<file path="src/rtl/snow64_pipe_stage_wb_queued.sv">
// -----------------------------------------------------------------------------
// snow64_pipe_stage_wb_queued
// Queued writeback stage. Retiring EX instructions that write the LAR file are
// decoded and buffered in a DEPTH-entry FIFO. An issue FSM hands them to the
// control unit one at a time. ALU writes finish in the cycle after issue.
// Loads and stores wait for in_wr_valid. IF/ID is stalled only while the FIFO
// is full.
//
// ALU entries carry data_type 0 and int_type_size 0. The oper decode applies
// only to loads and stores.
//
// Optional feature: define SNOW64_WB_QUEUED_TIMEOUT_EN to add the
// TIMEOUT_CYCLES parameter and the sticky out_timeout output. When the timer
// expires, a load or store that is still waiting is dropped.
// -----------------------------------------------------------------------------
module snow64_pipe_stage_wb_queued #(
   parameter int DEPTH       = 4,
   parameter int DATA_WIDTH  = 64,
   parameter int ADDR_WIDTH  = 64,
   parameter int INDEX_WIDTH = 4
`ifdef SNOW64_WB_QUEUED_TIMEOUT_EN
   ,
   parameter int TIMEOUT_CYCLES = 256
`endif
) (
   input  logic                     clk,
   input  logic                     rst_n,
   input  logic                     in_ex_valid,
   input  logic [2:0]               in_ex_group,
   input  logic [3:0]               in_ex_oper,
   input  logic [INDEX_WIDTH-1:0]   in_ex_ra_index,
   input  logic [DATA_WIDTH-1:0]    in_ex_computed_data,
   input  logic [ADDR_WIDTH-1:0]    in_ex_ldst_addr,
   output logic                     out_stall,
   output logic                     out_wr_req,
   output logic [1:0]               out_wr_write_type,
   output logic [INDEX_WIDTH-1:0]   out_wr_index,
   output logic [DATA_WIDTH-1:0]    out_wr_non_ldst_data,
   output logic [ADDR_WIDTH-1:0]    out_wr_ldst_addr,
   output logic [1:0]               out_wr_data_type,
   output logic [1:0]               out_wr_int_type_size,
   input  logic                     in_wr_valid,
   output logic [$clog2(DEPTH):0]   out_count,
   output logic                     out_busy
`ifdef SNOW64_WB_QUEUED_TIMEOUT_EN
   ,
   output logic                     out_timeout
`endif
);

   localparam int PW = $clog2(DEPTH);
   localparam int CW = PW + 1;

   localparam logic [1:0] WT_ONLY_DATA = 2'd0;
   localparam logic [1:0] WT_LD        = 2'd1;
   localparam logic [1:0] WT_ST        = 2'd2;

   localparam logic [1:0] DT_UNSGN     = 2'd0;
   localparam logic [1:0] DT_BFLOAT16  = 2'd2;

   typedef enum logic [1:0] {
      ST_IDLE,
      ST_ISSUED,
      ST_WAIT_VALID
   } state_t;

   typedef struct packed {
      logic [1:0]             write_type;
      logic [INDEX_WIDTH-1:0] index;
      logic [DATA_WIDTH-1:0]  data;
      logic [ADDR_WIDTH-1:0]  addr;
      logic [1:0]             data_type;
      logic [1:0]             int_size;
   } entry_t;

   entry_t         mem [DEPTH];
   entry_t         new_entry;
   logic [PW-1:0]  wr_ptr;
   logic [PW-1:0]  rd_ptr;
   logic [CW-1:0]  count;
   state_t         state;
   logic           full;
   logic           writes_lar;
   logic           push;
   logic           pop;
   logic           timeout_hit;

   assign full       = (count == CW'(DEPTH));
   assign writes_lar = (in_ex_group == 3'd0) || (in_ex_group == 3'd2) ||
                       (in_ex_group == 3'd3);
   assign push       = in_ex_valid && writes_lar && !full;
   assign out_stall  = in_ex_valid && full;
   assign out_count  = count;
   assign out_busy   = (count != '0) || (state != ST_IDLE);

   // The head leaves the FIFO when an ALU write finishes its issue cycle,
   // when a load/store completes, or when its wait times out.
   assign pop = ((state == ST_ISSUED) && (out_wr_write_type == WT_ONLY_DATA)) ||
                ((state == ST_WAIT_VALID) && (in_wr_valid || timeout_hit));

`ifdef SNOW64_WB_QUEUED_TIMEOUT_EN
   localparam int TW = $clog2(TIMEOUT_CYCLES + 1);
   logic [TW-1:0] wait_cnt;

   assign timeout_hit = (state == ST_WAIT_VALID) && !in_wr_valid &&
                        (wait_cnt == TW'(TIMEOUT_CYCLES - 1));

   // Count cycles spent in WaitValid. out_timeout stays set until reset.
   always_ff @(posedge clk or negedge rst_n) begin
      if (!rst_n) begin
         wait_cnt    <= '0;
         out_timeout <= 1'b0;
      end else begin
         if (state == ST_WAIT_VALID) wait_cnt <= wait_cnt + 1'b1;
         else                        wait_cnt <= '0;
         if (timeout_hit) out_timeout <= 1'b1;
      end
   end
`else
   assign timeout_hit = 1'b0;
`endif

   // Decode the EX instruction into a FIFO entry.
   always_comb begin
      // NOTE: default every field first so no path leaves a variable unassigned (no latch).
      new_entry            = '0;
      new_entry.index      = in_ex_ra_index;
      new_entry.data       = in_ex_computed_data;
      new_entry.addr       = in_ex_ldst_addr;
      new_entry.write_type = WT_ONLY_DATA;
      if (in_ex_group == 3'd2 || in_ex_group == 3'd3) begin
         new_entry.write_type = (in_ex_group == 3'd2) ? WT_LD : WT_ST;
         if (in_ex_oper == 4'd8) begin
            new_entry.data_type = DT_BFLOAT16;
            new_entry.int_size  = 2'd1;
         end else if (in_ex_oper[3]) begin
            new_entry.data_type = DT_UNSGN;
            new_entry.int_size  = 2'd3;
         end else begin
            new_entry.data_type = {1'b0, in_ex_oper[0]};
            new_entry.int_size  = in_ex_oper[2:1];
         end
      end
   end

   // FIFO storage write.
   // NOTE: storage has no reset. Only the pointers and count qualify its contents.
   always_ff @(posedge clk) begin
      if (push) mem[wr_ptr] <= new_entry;
   end

   // Pointers and occupancy. Pointers wrap naturally because DEPTH is 2**PW.
   always_ff @(posedge clk or negedge rst_n) begin
      if (!rst_n) begin
         wr_ptr <= '0;
         rd_ptr <= '0;
         count  <= '0;
      end else begin
         // NOTE: state registers use non-blocking assignments only.
         if (push) wr_ptr <= wr_ptr + 1'b1;
         if (pop)  rd_ptr <= rd_ptr + 1'b1;
         case ({push, pop})
            2'b10:   count <= count + 1'b1;
            2'b01:   count <= count - 1'b1;
            default: count <= count;
         endcase
      end
   end

   // Issue FSM. Registered request pulse and output fields.
   always_ff @(posedge clk or negedge rst_n) begin
      if (!rst_n) begin
         state                <= ST_IDLE;
         out_wr_req           <= 1'b0;
         out_wr_write_type    <= '0;
         out_wr_index         <= '0;
         out_wr_non_ldst_data <= '0;
         out_wr_ldst_addr     <= '0;
         out_wr_data_type     <= '0;
         out_wr_int_type_size <= '0;
      end else begin
         out_wr_req <= 1'b0;
         case (state)
            ST_IDLE: begin
               if (count != '0) begin
                  out_wr_req           <= 1'b1;
                  out_wr_write_type    <= mem[rd_ptr].write_type;
                  out_wr_index         <= mem[rd_ptr].index;
                  out_wr_non_ldst_data <= mem[rd_ptr].data;
                  out_wr_ldst_addr     <= mem[rd_ptr].addr;
                  out_wr_data_type     <= mem[rd_ptr].data_type;
                  out_wr_int_type_size <= mem[rd_ptr].int_size;
                  state                <= ST_ISSUED;
               end
            end
            ST_ISSUED: begin
               state <= (out_wr_write_type == WT_ONLY_DATA) ? ST_IDLE : ST_WAIT_VALID;
            end
            ST_WAIT_VALID: begin
               if (in_wr_valid || timeout_hit) state <= ST_IDLE;
            end
            default: state <= ST_IDLE;
         endcase
      end
   end

endmodule
</file>
<file path="config.mk">
export PLATFORM = sky130hd
export DESIGN_NAME = snow64_pipe_stage_wb_queued
export DESIGN_NICKNAME = d
export VERILOG_FILES = /design/src/rtl/snow64_pipe_stage_wb_queued.sv
export SDC_FILE = /design/constraint.sdc
export NUM_CORES = 1
export LEC_CHECK = 0
export CAP_MARGIN = 40
export CORE_MARGIN = 2
export CORE_UTILIZATION = 25
export CTS_CLUSTER_SIZE = 40
export DETAILED_ROUTE_END_ITERATION = 7
export PLACE_DENSITY = 0.46
export SLEW_MARGIN = 20
export SYNTH_ARGS = -nofsm -noshare
export SYNTH_HDL_FRONTEND = slang
export SYNTH_SLANG_ARGS = --single-unit
</file>
<file path="constraint.sdc">
create_clock -name clk -period 5.48 [get_ports clk]
set_input_delay 0.548 -clock clk [delete_from_list [all_inputs] [get_ports clk]]
set_output_delay 0.548 -clock clk [all_outputs]
set_load 0.03 [all_outputs]
</file>
==> qor.yml, run 1 <==
run_status:
  outcome: "completed"
placement:
  hpwl_um: 36700
  post-place-ws_ns: 2.11
  gp_congestion: 0.701
  io_buffers: 286
sta:
  tns_ns: 0
  fin_crit_ns: 2.74
  tightest_slew_ns: 0.776
  slew_headroom: 0.483
  skew_ns: 0.0143
  post-route-period-util: 0.500
  hold_violations: 0
  slew_violations: 0
  setup_slack_ns: 2.74
  finalSetupViolations: 0
  fmax_ghz: 0.365
  rsz0062_at_grt: "false"
clocking:
  cts.clk_slew.worst_paths_ns: 0.06
  h-tree-depth: 3
  clock_tree.buffer_depth: 3
  cts_tree: "yes"
  cts.sinks: 700
  cts-root-buf: "clkbuf_16"
  cts_buffers: 81
  clk_latency_ns: 0.63
final_layout:
  most-common-layout-cells: "edfxtp_1, clkdlybuf4s50_1, dfrtp_1, mux2_2, mux4_2"
  nNetsFinal: 1580
  post-route-util: 0.324
  drive_above_1_share: 0.290
  multi_input_area_um2: 5040
  layout_commonest_cell: "edfxtp_1"
  fillerInstances: 9710
  final-seq-area_um2: 20300
  area_growth_pct: 28.6
yosys:
  yosys_warnings: 0
  syn-cell-area_um2: 25600
  syn_area_per_cell_um2: 23.8
  synthArstFlopShare: 0.211
  ys.flop_type: "edfxtp_1"
  synth_edf_count: 552
  syn_nets: 1226
  synth-seq-cells: 700
  synth_fa_ha_area_frac: 0.00322
  syn_inst: 1077
  yosysUniqueCellTypes: 32
  synth_mux_area_frac: 0.183
  synth_compound_area_frac: 0.00195
  synth_top_family_by_area: "multiplexers"
  synthXorXnorAreaFrac: 0.00205
  yosysSeqAreaShare: 0.791
  synthSimpleGateAreaFrac: 0.00605
setup_path:
  startpoint_type: "flip-flop"
  rr_worst_depth: 4
  cp_max_fo: 5
  arrival_ns: 2.19
  regToRegStartpoint: "out_count[0]$_DFFE_PN0P_"
  cp-end-kind: "primary output"
  critPathRequiredTime_ns: 4.93
  r2r-end: "mem[0][50]$_DFFE_PP_"
  worstSetupPathType: "flip-flop to primary output"
  r2r_setup_slack_ns: 2.82
routing:
  num_vias: 11879
  drt_iter0_drc: 734
  drc: 0
  antenna_left: 0
  wl_per_cell_um: 21.1
  via_per_inst: 4.14
  first_pass_iters: 4
  wirelength_um: 60500
global_routing:
  grt_max_degree: 98
  antenna_found_initial: 9
  track_usage: 0.115
  grt_pass1_vias: 13224
  grt_pass1_wl_um: 88500
  overflow: 0
floorplanning:
  die_h_um: 324
  fp-row-count: 117
  die_w_um: 324
  core_area_um2: 102000
  pin_count: 287
  die_area_um2: 105000
  start_util: 0.252
power_and_ir_drop:
  finalPower_w: 0.0185
  p_leak_nw: 10.9
  ir_drop_v: 0.000402
  powerDensity_nw_per_um2: 560
run:
  max-cap-violations: 0
min_path:
  hold_path.class: "input port to asynchronous set/reset pin"
==> per-stage QoR <==
| step | cells | hold WS, ns | area [um2] |
|---|---|---|---|
| finish | 2868 | 0.475 | 33000 |
| global route | 2867 | 0.505 | 32900 |
| CTS | 2866 | 0.475 | 32900 |
| detailed placement | 2714 | 0.495 | 30300 |
| global placement | 2710 | 0.488 | 30300 |
| floorplan | 1077 | 0.252 | 25600 |
==> synth_stat cells, types with 2 or more instances <==
cell type / count / area (um2)
and2_1: 4 / 25.0
buf_1: 4 / 15.0
buf_2: 19 / 95.1
buf_6: 12 / 135
clkbuf_1: 10 / 37.5
dfrtp_1: 148 / 3700
edfxtp_1: 552 / 16600
ha_1: 5 / 62.6
inv_1: 9 / 33.8
mux2_2: 139 / 1570
mux4_2: 138 / 3110
nand2_1: 2 / 7.51
nor2_1: 9 / 33.8
nor3_2: 2 / 20.0
nor3b_1: 2 / 15.0
o21ai_0: 2 / 10.0
xnor2_1: 3 / 26.3
xor2_1: 3 / 26.3
==> metal layers <==
layer | global-route usage | vias to the layer above | share of wire
met5 | 0 | - | 0.0020
met4 | 0.0374 | 18 | 0.022
met3 | 0.0334 | 107 | 0.061
met2 | 0.187 | 271 | 0.48
met1 | 0.149 | 6320 | 0.44
li1 | - | 5163 | -
==> sequential cells by signal, indices dropped and copies added (netlist names) <==
name	flops
mem	552
out_count	3
out_wr_data_type	2
out_wr_index	4
out_wr_int_type_size	2
out_wr_ldst_addr	64
out_wr_non_ldst_data	64
out_wr_req	1
out_wr_write_type	2
rd_ptr	2
state	2
wr_ptr	2
==> critical path: stages (launching register included) <==
cell and delay [ns]:
dfrtp_1 0.44, nor2_1 0.24, and3_1 0.21, clkdlybuf4s50_1 0.67
==> cell type report <==
class	instances	area share
sequential	700	0.616
multi-input combinational	322	0.153
timing repair buffer	317	0.101
clock buffer	117	0.0690
tap	1368	0.0519
clock inverter	34	0.00881
inverter	9	0.00103
antenna	1	0.0000759
==> cells by family after synthesis <==
logic type               after synthesis
AND/OR/NAND/NOR                       27
multiplexers                         278
adder cells (fa/ha/maj)                6
flip-flops                           700
XOR/XNOR                               6
AO/OA/AOI/OAI                          5
buffers and inverters                 55
==> worst max path at each step <==
stage / startpoint / to / cells past startpoint
CTS: out_count[0]$_DFFE_PN0P_ / out_stall / 3
global route: out_count[0]$_DFFE_PN0P_ / mem[1][91]$_DFFE_PP_ / 5
detailed placement: in_ex_group[0] / mem[1][124]$_DFFE_PP_ / 6
finish: out_count[0]$_DFFE_PN0P_ / out_stall / 3
global placement: in_ex_group[0] / mem[2][59]$_DFFE_PP_ / 5
floorplan: out_count[0]$_DFFE_PN0P_ / mem[0][0]$_DFFE_PP_ / 3
==> power breakdown <==
group          switching (W)  internal (W)  leakage (nW)
combinational        0.00301       0.00296          2.95
sequential          0.000617       0.00671          6.73
clock                0.00212       0.00304          1.26
==> repair_timing <==
action,CTS,global route
endpoints found under the hold margin,56,0
hold buffers,1,0
buffers inserted,0,0
gates resized for setup,0,0
endpoints found under the setup margin,0,0
Note: power is estimated with default switching activity, not from simulation.
==> run 2: changes to the inputs <==
clock period = 2.6 ns   (was 5.48 ns; I/O delays follow)
==> run 2 against run 1 <==
- clock power grew 110%
- combinational power rose by 120%
- global-route usage grew 0.26 points
- setup slack lost 2.6 ns
- non-clock buffer count increased by 32
- critical endpoint unchanged
==> qor.yml, run 2 (synthesized netlist as in run 1, its figures left out) <==
power_and_ir_drop:
  switching_share: 0.311
  powerDensity_nw_per_um2: 1180
  ir_drop_v: 0.000970
  netSwitchingPower_w: 0.0122
  pwr-share-comb: 0.334
  intPower_w: 0.0271
  p_clk_frac: 0.280
  p_leak_nw: 11.2
  power_frac_seq: 0.386
routing:
  via_per_inst: 4.12
  wl_per_cell_um: 21.1
  drt_iter0_drc: 891
  first_pass_iters: 4
  antenna_left: 0
  wirelength_um: 61300
  drc: 0
  num_vias: 11940
sta:
  fin_crit_ns: 2.42
  tightest_slew_ns: 0.801
  tns_ns: 0
  fmax_ghz: 0.412
  hold_slack_ns: 0.274
  skew_ns: 0.0301
  finalSetupViolations: 0
  rsz0062_at_grt: "false"
  slew_violations: 0
  post-route-period-util: 0.932
  slew_headroom: 0.466
  hold_violations: 0
floorplanning:
  pin_count: 287
  core_area_um2: 102000
  die_area_um2: 105000
  die_w_um: 324
  start_util: 0.252
  fp-row-count: 117
  die_h_um: 324
global_routing:
  grt_max_degree: 84
  overflow: 0
  antenna_found_initial: 12
  grt_pass1_vias: 13060
  grt_pass1_wl_um: 90200
  track_usage: 0.118
setup_path:
  arrival_ns: 2.16
  critical_path.top_delay_family: "buffers and inverters"
  cpPeakStageDelay_ns: 0.67
  cp-end-kind: "primary output"
  r2r-end: "out_count[2]$_DFFE_PN0P_"
  worstSetupPathType: "flip-flop to primary output"
  startpoint_type: "flip-flop"
  r2r_setup_slack_ns: 0.40
  worst-path-buf-inv: 1
  critPathRequiredTime_ns: 2.34
  regToRegStartpoint: "state[1]$_DFFE_PN0P_"
  crit_chain: "nor2_1 -> and3_1 -> clkdlybuf4s50_1"
  rr_worst_depth: 8
  slowest_stage: "clkdlybuf4s50_1"
  cp_max_fo: 5
clocking:
  post_cts_resized: 0
  cts-root-buf: "clkbuf_16"
  post_cts_buffers: 0
  clock_tree.buffer_depth: 3
  clk_latency_ns: 0.62
  h-tree-depth: 3
  cts.sinks: 700
  cts.clk_slew.worst_paths_ns: 0.06
  cts_buffers: 81
  cts_tree: "yes"
placement:
  io_buffers: 286
  hpwl_um: 39000
  place_inst: 2747
  gp_congestion: 0.713
final_layout:
  largest-register: "mem"
  most-common-layout-cells: "edfxtp_1, clkdlybuf4s50_1, dfrtp_1, mux2_2, mux4_2"
  nNetsFinal: 1612
  fillerInstances: 9690
  drive_above_1_share: 0.310
  largestRegisters: "mem x552, out_wr_ldst_addr x64, out_wr_non_ldst_data x64"
  layout_commonest_cell: "edfxtp_1"
  instances_no_fill: 2899
  largest_register_ff_count: 552
  area_growth_pct: 30.5
run_status:
  outcome: "completed"
min_path:
  hold_path.class: "input port to asynchronous set/reset pin"
run:
  max-cap-violations: 0
run 2: cell count changes in the layout (fill, tap and decap cells not counted), sizes merged:
cell / change
buf: +32
bufinv: +1
clkbuf: -10
clkinv: +6
clkinvlp: +2
run 2: per-stage QoR:
stage | util | power (W) | setup slack [ns] | instance area, um2
floorplan | - | 0.0237 | 0.0417 | 25600
global placement | 0.303 | 0.0289 | 0.189 | 30900
detailed placement | 0.303 | 0.0290 | 0.142 | 30900
CTS | 0.329 | 0.0402 | 0.101 | 33500
global route | 0.329 | 0.0414 | 0.0611 | 33500
finish | 0.329 | 0.0393 | 0.176 | 33500
run 2: per-layer routing:
layer | GRT usage | up-vias | share of wire
li1 | - | 5222 | -
met2 | 0.184 | 322 | 0.47
met3 | 0.0321 | 93 | 0.068
met1 | 0.160 | 6289 | 0.45
met5 | 0 | - | 0.0014
met4 | 0.0362 | 14 | 0.019
run 2: worst max-delay path by stage:
| stage | from | end | cells past startpoint |
|---|---|---|---|
| floorplan | out_count[0]$_DFFE_PN0P_ | mem[0][0]$_DFFE_PP_ | 3 |
| global placement | in_ex_group[0] | mem[2][112]$_DFFE_PP_ | 7 |
| detailed placement | in_ex_group[0] | mem[2][112]$_DFFE_PP_ | 7 |
| CTS | out_count[0]$_DFFE_PN0P_ | out_stall | 3 |
| global route | out_count[1]$_DFFE_PN0P_ | out_stall | 3 |
| finish | out_count[0]$_DFFE_PN0P_ | out_stall | 3 |
run 2: what timing repair did:
action	4_1_cts	5_1_grt
endpoints found under the setup margin	0	0
endpoints found under the hold margin	60	0
hold buffers	1	0
run 2: final cells by class:
class                           count  area [um2]  share of cell area
Antenna cell                        1        2.50           0.0000748
Clock buffer                      107        2240              0.0669
Tap cell                         1368        1710              0.0512
Clock inverter                     43         348              0.0104
Multi-Input combinational cell    322        5040               0.151
Timing Repair Buffer              349        3790               0.113
Inverter                            9        33.8             0.00101
Sequential cell                   700       20300               0.606
run 2: power by group through the flow:
stage                     Sequential [W]  Combinational (W)  Clock [W]
after floorplan                   0.0173            0.00632          0
after global placement            0.0154             0.0134          0
after detailed placement          0.0155             0.0135          0
after CTS                         0.0153             0.0135     0.0114
after global routing              0.0154             0.0141     0.0119
final                             0.0152             0.0132     0.0110
==> run 3: changes to the inputs <==
GPL_TIMING_DRIVEN = 0   (was default)
==> run 3 against run 2 <==
- final cell count up 0.24%
- via count up 0.90%
- hold slack lost 0.14 ns
- count of clock-buffer cells in the layout is 11 higher
- setup slack got worse by 0.025 ns
- highest routed layer unchanged
==> qor.yml, run 3 (synthesized netlist as in run 1, its figures left out) <==
routing:
  num_vias: 12048
  first_pass_iters: 7
  drt_iter0_drc: 727
  wl_per_cell_um: 21.7
  drc: 0
  antenna_left: 0
  wirelength_um: 63200
  via_per_inst: 4.15
clocking:
  clk_latency_ns: 0.63
  cts-root-buf: "clkbuf_16"
  clock_tree.buffer_depth: 3
  cts.clk_slew.worst_paths_ns: 0.06
  cts.sinks: 700
  cts_buffers: 81
  h-tree-depth: 3
  cts_tree: "yes"
sta:
  tightest_slew_ns: 0.781
  slew_violations: 0
  finalSetupViolations: 0
  fmax_ghz: 0.408
  setup_slack_ns: 0.150
  slew_headroom: 0.479
  skew_ns: 0.0165
  rsz0062_at_grt: "false"
  hold_slack_ns: 0.135
  post-route-period-util: 0.942
  fin_crit_ns: 2.45
  hold_violations: 0
setup_path:
  worstSetupPathType: "flip-flop to primary output"
  worstSetupStartpoint: "out_count[1]$_DFFE_PN0P_"
  rr_worst_depth: 4
  cp_num_cells: 3
  critPathRequiredTime_ns: 2.34
  worst-path-buf-inv: 1
  crit_chain: "nor3_2 -> nand2_1 -> clkdlybuf4s50_1"
  r2r-end: "out_wr_ldst_addr[1]$_DFFE_PN0P_"
  slowest_stage: "clkdlybuf4s50_1"
  regToRegStartpoint: "rd_ptr[1]$_DFFE_PN0P_"
  r2r_setup_slack_ns: 0.23
  cp_max_fo: 4
  critical_path.top_delay_family: "buffers and inverters"
  cp-end-kind: "primary output"
  crit_path_end: "out_busy"
  arrival_ns: 2.19
  cpPeakStageDelay_ns: 0.68
  startpoint_type: "flip-flop"
run:
  max-cap-violations: 0
min_path:
  hold_path.class: "input port to asynchronous set/reset pin"
placement:
  place_inst: 2750
  post-place-ws_ns: -0.820
  hpwl_um: 39600
  gp_congestion: 0.681
  io_buffers: 286
run_status:
  outcome: "completed"
final_layout:
  fillerInstances: 9681
  drive_above_1_share: 0.304
  instances_no_fill: 2906
  post-route-util: 0.328
  largest-register: "mem"
  area_growth_pct: 30.3
  largestRegisters: "mem x552, out_wr_ldst_addr x64, out_wr_non_ldst_data x64"
  largest_register_ff_count: 552
  most-common-layout-cells: "edfxtp_1, clkdlybuf4s50_1, dfrtp_1, mux2_2, mux4_2"
  nNetsFinal: 1621
  layout_commonest_cell: "edfxtp_1"
floorplanning:
  start_util: 0.252
  pin_count: 287
  fp-row-count: 117
  core_area_um2: 102000
  die_w_um: 324
  die_h_um: 324
  die_area_um2: 105000
power_and_ir_drop:
  p_leak_nw: 11.1
  powerDensity_nw_per_um2: 1190
  ir_drop_v: 0.000649
global_routing:
  grt_pass1_vias: 13111
  grt_max_degree: 53
  grt_pass1_wl_um: 90600
  antenna_found_initial: 11
  overflow: 0
  track_usage: 0.121
## run 3: where the power goes
group	internal, W	switching (W)	total, W
Sequential	0.0141	0.000898	0.0150
Clock	0.00657	0.00447	0.0110
Combinational	0.00653	0.00712	0.0137
Total	0.0272	0.0125	0.0397
## run 3: timing repair
item	in CTS	in global routing
hold endpoints to repair	74	0
buffers inserted	2	2
pin swaps	1	1
setup endpoints to repair	207	206
cloned	1	0
gates resized for setup	2	0
hold buffers	1	0
## run 3: worst min-delay path by stage
stage | slack, ns | endpoint | cells after the start | from
2_1_floorplan | -0.04 | out_count[0]$_DFFE_PN0P_ | 0 | rst_n
3_3_place_gp | 0.49 | out_wr_ldst_addr[59]$_DFFE_PN0P_ | 1 | out_wr_ldst_addr[59]$_DFFE_PN0P_
3_5_place_dp | 0.22 | out_wr_ldst_addr[44]$_DFFE_PN0P_ | 1 | rst_n
4_1_cts | 0.12 | out_wr_ldst_addr[44]$_DFFE_PN0P_ | 2 | rst_n
5_1_grt | 0.15 | out_wr_ldst_addr[44]$_DFFE_PN0P_ | 2 | rst_n
6_report | 0.13 | out_wr_ldst_addr[44]$_DFFE_PN0P_ | 2 | rst_n
## run 3: per-stage QoR
step | instance area [um2] | total power [W] | TNS (ns)
floorplan | 25600 | 0.0237 | 0
global placement | 30200 | 0.0290 | -2070.43
detailed placement | 30700 | 0.0294 | -152.77
CTS | 33400 | 0.0407 | 0
global route | 33400 | 0.0419 | 0
finish | 33400 | 0.0397 | 0
## run 3: cell type report
type	count	area (um2)	share of cell area
clock inverters	30	251	0.00753
well taps	1368	1710	0.0513
diodes	1	2.50	0.0000750
inverters	9	33.8	0.00101
plain buffers	46	293	0.00877
clock buffers	118	2350	0.0703
repair buffers	311	3410	0.102
flip-flops and latches	700	20300	0.608
multi-input cells	323	5050	0.151
## run 3: routing by layer
metal	vias to the layer above	part of all wire	track usage
li1	5235	-	-
met4	18	0.021	0.0383
met3	104	0.076	0.0405
met5	-	0.0018	0
met2	290	0.48	0.195
met1	6401	0.42	0.154
## run 3: worst reg2reg max path, delay by kind of cell (launching register included)
family,cells,cell delay (ns)
buffers and inverters,2,1.15
flip-flops,1,0.42
multiplexers,2,0.70
